<file path="src/rtl/ram_read_arbiter.sv">
// ram_read_arbiter: round-robin arbiter sharing one MIG read path among NUM_REQ clients, 2-beat bursts with watchdog.
module ram_read_arbiter #(
  parameter int NUM_REQ     = 2,
  parameter int ADDR_W      = 27,
  parameter int TIMEOUT_CYC = 1023
) (
  input  logic                      clk,
  input  logic                      reset_n,
  input  logic [NUM_REQ-1:0]        req,
  input  logic [NUM_REQ*ADDR_W-1:0] req_addr,
  output logic [NUM_REQ-1:0]        req_ack,
  output logic [NUM_REQ-1:0]        rsp_valid,
  output logic [NUM_REQ-1:0]        rsp_err,
  output logic [127:0]              rsp_data,
  output logic [ADDR_W-1:0]         ram_address,
  output logic [2:0]                ram_cmd,
  output logic                      ram_en,
  input  logic                      ram_rdy,
  input  logic                      ram_rd_valid,
  input  logic                      ram_rd_data_end,
  input  logic [63:0]               ram_rd_data,
  output logic                      busy
);
  localparam int IW = $clog2(NUM_REQ);
  localparam int TW = $clog2(TIMEOUT_CYC + 1);
  typedef enum logic [1:0] {IDLE, ISSUE, DATA0, DATA1} state_t;
  state_t state, state_n;
  logic [IW-1:0] rr, gnt, win;
  logic [IW:0] idx;
  logic found, done_ok, done_err, time_up, grant;
  logic [TW-1:0] timer;
  always_comb begin
    found = 1'b0;
    win = rr;
    idx = '0;
    for (int k = 1; k <= NUM_REQ; k++) begin
      idx = {1'b0, rr} + (IW+1)'(k);
      idx = (idx >= (IW+1)'(NUM_REQ)) ? idx - (IW+1)'(NUM_REQ) : idx;
      if (!found && req[idx[IW-1:0]]) begin
        found = 1'b1;
        win = idx[IW-1:0];
      end
    end
  end
  assign grant = state == IDLE && found;
  assign time_up = timer >= TW'(TIMEOUT_CYC - 1);
  always_comb begin
    state_n = state;
    done_ok = 1'b0;
    done_err = 1'b0;
    case (state)
      IDLE:    state_n = found ? ISSUE : IDLE;
      ISSUE:   state_n = ram_rdy ? DATA0 : ISSUE;
      DATA0: begin
        done_err = (ram_rd_valid && ram_rd_data_end) || (!ram_rd_valid && time_up);
        state_n = ram_rd_valid ? DATA1 : DATA0;
      end
      DATA1: begin
        done_ok = ram_rd_valid && ram_rd_data_end;
        done_err = !done_ok && time_up;
      end
      default: state_n = IDLE;
    endcase
    state_n = (done_ok || done_err) ? IDLE : state_n;
  end
  always_ff @(posedge clk or negedge reset_n)
    if (!reset_n) state <= IDLE;
    else state <= state_n;
  always_ff @(posedge clk or negedge reset_n) begin
    if (!reset_n) begin
      rr <= '0;
      gnt <= '0;
      timer <= '0;
      rsp_data <= '0;
      ram_address <= '0;
      rsp_valid <= '0;
      rsp_err <= '0;
    end else begin
      rsp_valid <= done_ok ? NUM_REQ'(1) << gnt : '0;
      rsp_err <= done_err ? NUM_REQ'(1) << gnt : '0;
      timer <= (state == DATA0 || state == DATA1) ? timer + 1'b1 : '0;
      if (grant) begin
        gnt <= win;
        ram_address <= req_addr[win*ADDR_W +: ADDR_W] & ~ADDR_W'(7);
      end
      if (done_ok || done_err) rr <= gnt;
      if (state == DATA0 && ram_rd_valid && !ram_rd_data_end) rsp_data[63:0] <= ram_rd_data;
      if (done_ok) rsp_data[127:64] <= ram_rd_data;
    end
  end
  assign req_ack = grant ? NUM_REQ'(1) << win : '0;
  assign ram_en = state == ISSUE;
  assign ram_cmd = (state == ISSUE) ? 3'b001 : 3'b000;
  assign busy = state != IDLE;
endmodule

</file>
<file path="config.mk">
export PLATFORM = sky130hd
export DESIGN_NAME = ram_read_arbiter
export DESIGN_NICKNAME = d
export VERILOG_FILES = /design/src/rtl/ram_read_arbiter.sv
export SDC_FILE = /design/constraint.sdc
export NUM_CORES = 1
export LEC_CHECK = 0
export CAP_MARGIN = 20
export CORE_AREA = 2 2 114 116
export CTS_CLUSTER_DIAMETER = 60
export CTS_CLUSTER_SIZE = 40
export DETAILED_ROUTE_END_ITERATION = 10
export DIE_AREA = 0 0 116 118
export DONT_BUFFER_PORTS = 1
export PLACE_DENSITY = 0.68
export SKIP_LAST_GASP = 1
export SYNTH_ARGS = -nofsm -noshare
export SYNTH_HDL_FRONTEND = slang
export SYNTH_SLANG_ARGS = --single-unit
export TNS_END_PERCENT = 20
</file>
<file path="constraint.sdc">
create_clock -name clk -period 3.9 [get_ports clk]
set_clock_uncertainty 0.1 [all_clocks]
set_input_delay 0.585 -clock clk [delete_from_list [all_inputs] [get_ports clk]]
set_output_delay 0.585 -clock clk [all_outputs]
set_load 0.02 [all_outputs]
</file>
==> results.md <==
* Vias/cell at about 5.8
* IO Pins at 291
* Design Power at ~7100 µW
* Gate Count Post-Synth at 446
* Final min period at 2359 ps
* Post-synth EDFFs at 0
* First-pass iteration count of the detailed router at 5
* Iteration-0 DRC Markers at between 300 and 400
* Core area at 0.01241 mm²
* Clock root cell: clkbuf_16
* Layout cell share with drive strength beyond 1 at 0.3660
* Setup WS pre-CTS at 1501 ps
* Maximum vdd drop at 0.0005183 V
* Endpoints failing setup at 0
* Grt ovf at 0
* Final critical-path share of the clock period at 0.6049
* Max Slew Vio Count at 0
* Total track usage at 0.2057
* Layout Cells excl Fill at 631
* Worst setup margin at 1541 ps
* Leak at 0.003789 µW
* Final hold violations at 170
* Total of max-cap violations at 0
* Peak fanout along the critical path at 25
* First-pass GRT wire length at 21250 µm
* Critical Path AT at 1670 ps
* FFs w/ async S/R, synth at 1.000
* Status: finished with violations
* Seq cells post-synth at 170
* Nets at 577
* Starting Density at 0.5589
* Crit. End Element: output port
* Clock slew at reported path FFs at 60 ps
* Setup Total Neg Slack at 0 ps
* Netlist Area Pre-Place at 0.006938 mm²
* Detail Placement HPWL at 9565 µm
* R2R Path End: rsp_data[124]
* DR vias at 3686
* Hold Crit Class: input port to asynchronous set/reset pin
* Syn_area_per_cell at 15.56 µm²
* Drt total wl at between 10000 and 15000 µm
* Power Density at a little over 900 mW/mm²
* Finished Core Util at 0.6132
* CP required at 3210 ps
* RSZ-0062 raised after global routing: no
* CTS sink count at 170
* RD Place Congestion at 0.7813
* Sequential share of the synthesized area at 0.6132
* Post-synth top area share at 0.6132
* CTS H-Tree Depth at 4
* DIE AREA at about 0.014 mm²
* Reg area at 0.004254 mm²
* I/O Buffers at 0
* Failing checks: hold timing
* TritonCTS clock tree: yes
* Resized cells post-CTS at 0
* Area of the multi-input gates at around 0.0024 mm²
* Residual DRC at 0
* N_diodes at 0
* Initial antenna violation count at 0
* Hold_ws at -249.3 ps
* Largest net degree at the start of global routing at 171
* Drt wl/cell at 22.10 µm
* Worst rel slew slack at 0.3373
* Die X at 116 µm
* Yosys cell types at 37
* Clock Tree Buf Depth at 2
* F_max at around 420 MHz
* Post-CTS Setup Bufs at 0
* DRT antenna net count at 0
* Number of global-route vias before repair at between 3k and 4k
* Most area-hungry cell type in the Yosys netlist: dfrtp_1
* Worst-case reg-to-reg path depth at 3
* Clock latency on the worst-skew pair at approximately 430 ps
* RR Startpoint: state[1]
* Die H at 118 µm
* Slew @ Worst Pin at 994.0 ps
* Syn-to-layout area delta at 9.720%
* Placed cell count at about 600
* Yosys warnings at 0
* Primary FF master, synth: dfrtp_1
* R2R Setup Slk at 1630 ps
* Site Rows at 41
* Critical path type: flop to output port
* Fillers at 957
* CTS buffer count at 17
* CP startpoint kind: flop
* Area contributors post-synth: dfrtp_1, mux2_4, mux2_2
## worst max-delay path, cell delays in order (launching register included)
cell     delay, ps
dfrtp_1        420
inv_1          100
ha_1           230
nand2_1        100
a21oi_2        100
buf_4          290
## state kept, by name, summed over array words and instances, names as in the netlist
register     count
state            2
rsp_data       128
timer           10
rsp_valid        2
ram_address     24
gnt              1
rsp_err          2
rr               1
## power by group
group / total (µW) / switching, µW / internal [µW] / leakage [µW]
combinational: 1300 / 473 / 826 / 0.00134
sequential: 4020 / 1510 / 2510 / 0.00215
clock: 1760 / 670 / 1090 / 0.000293
## final cells by class
cell class                 count  share of cell area
timing repair buffer           4            0.006082
sequential                   170              0.5588
clock buffer                  21             0.05917
clock inverter                11             0.02235
inverter                      30             0.01479
tap                          172             0.02827
multi-input combinational    223              0.3105
## layout by cell type, fill, tap and decap left out, types with 2 or more instances in the layout
| master | count |
|---|---|
| clkinv_4 | 2 |
| nand2_1 | 5 |
| dfrtp_1 | 170 |
| inv_1 | 30 |
| nor2_1 | 13 |
| nor3_1 | 2 |
| mux2_2 | 68 |
| nand3_1 | 4 |
| a222oi_1 | 24 |
| conb_1 | 5 |
| clkbuf_1 | 3 |
| ha_1 | 6 |
| clkinv_2 | 2 |
| o21ai_0 | 3 |
| xor2_1 | 5 |
| bufinv_16 | 4 |
| mux2_4 | 60 |
| clkbuf_16 | 17 |
| and2_1 | 2 |
| a21oi_1 | 4 |
| clkinvlp_4 | 3 |
| a21oi_2 | 2 |
| nand4_1 | 3 |
| buf_4 | 2 |
| or3_1 | 2 |
## Yosys cell counts (3+ instances only)
| master | count |
|---|---|
| a21oi_1 | 5 |
| mux2_4 | 60 |
| buf_12 | 6 |
| mux2_2 | 68 |
| ha_1 | 6 |
| a222oi_1 | 24 |
| nand2_1 | 5 |
| dfrtp_1 | 170 |
| xor2_1 | 5 |
| clkbuf_1 | 4 |
| nand4_1 | 3 |
| buf_2 | 10 |
| o21ai_0 | 3 |
| nand3_1 | 5 |
| inv_1 | 30 |
| nor2_1 | 13 |
| buf_4 | 6 |
## logic make-up (layout without fill, tap and decap cells)
| group | Yosys count | after routing | share of synthesized area |
|---|---|---|---|
| adders and majority gates | 6 | 6 | 0.01082 |
| and+or+nand+nor | 38 | 38 | 0.02723 |
| DFF | 170 | 170 | 0.6132 |
| buffers and inverters | 57 | 66 | 0.05104 |
| xor gates and xnor gates | 6 | 6 | 0.007574 |
| muxes | 129 | 129 | 0.2417 |
| AOI/OAI and AO/OA | 39 | 39 | 0.04797 |
| other | 1 | 5 | 0.0005405 |
## stage by stage
step / instance area, µm² / hold slack, ps
floorplan: 6953 / 189.4
global placement: 6980 / 192.6
detailed placement: 6980 / 192.9
CTS: 7601 / -269.0
global route: 7612 / -273.8
finish: 7612 / -249.3
## worst max-delay path by stage
stage / from / endpoint / slack, ps / cells past startpoint
6_report: state[1] / req_ack[1] / 1540 / 5
5_1_grt: state[0] / req_ack[0] / 1420 / 4
4_1_cts: state[0] / req_ack[0] / 1060 / 4
3_5_place_dp: state[1] / req_ack[0] / 1500 / 4
3_3_place_gp: state[0] / req_ack[0] / 1590 / 4
2_1_floorplan: state[0] / req_ack[1] / 1890 / 5
## layer usage
| metal | GRT usage | wire length [µm] |
|---|---|---|
| met1 | 0.2277 | 4973 |
| met2 | 0.3348 | 7007 |
| met3 | 0.08187 | 1460 |
| met4 | 0.1138 | 505 |
| met5 | 0 | 0 |
Power figures use the tool's default switching activity.
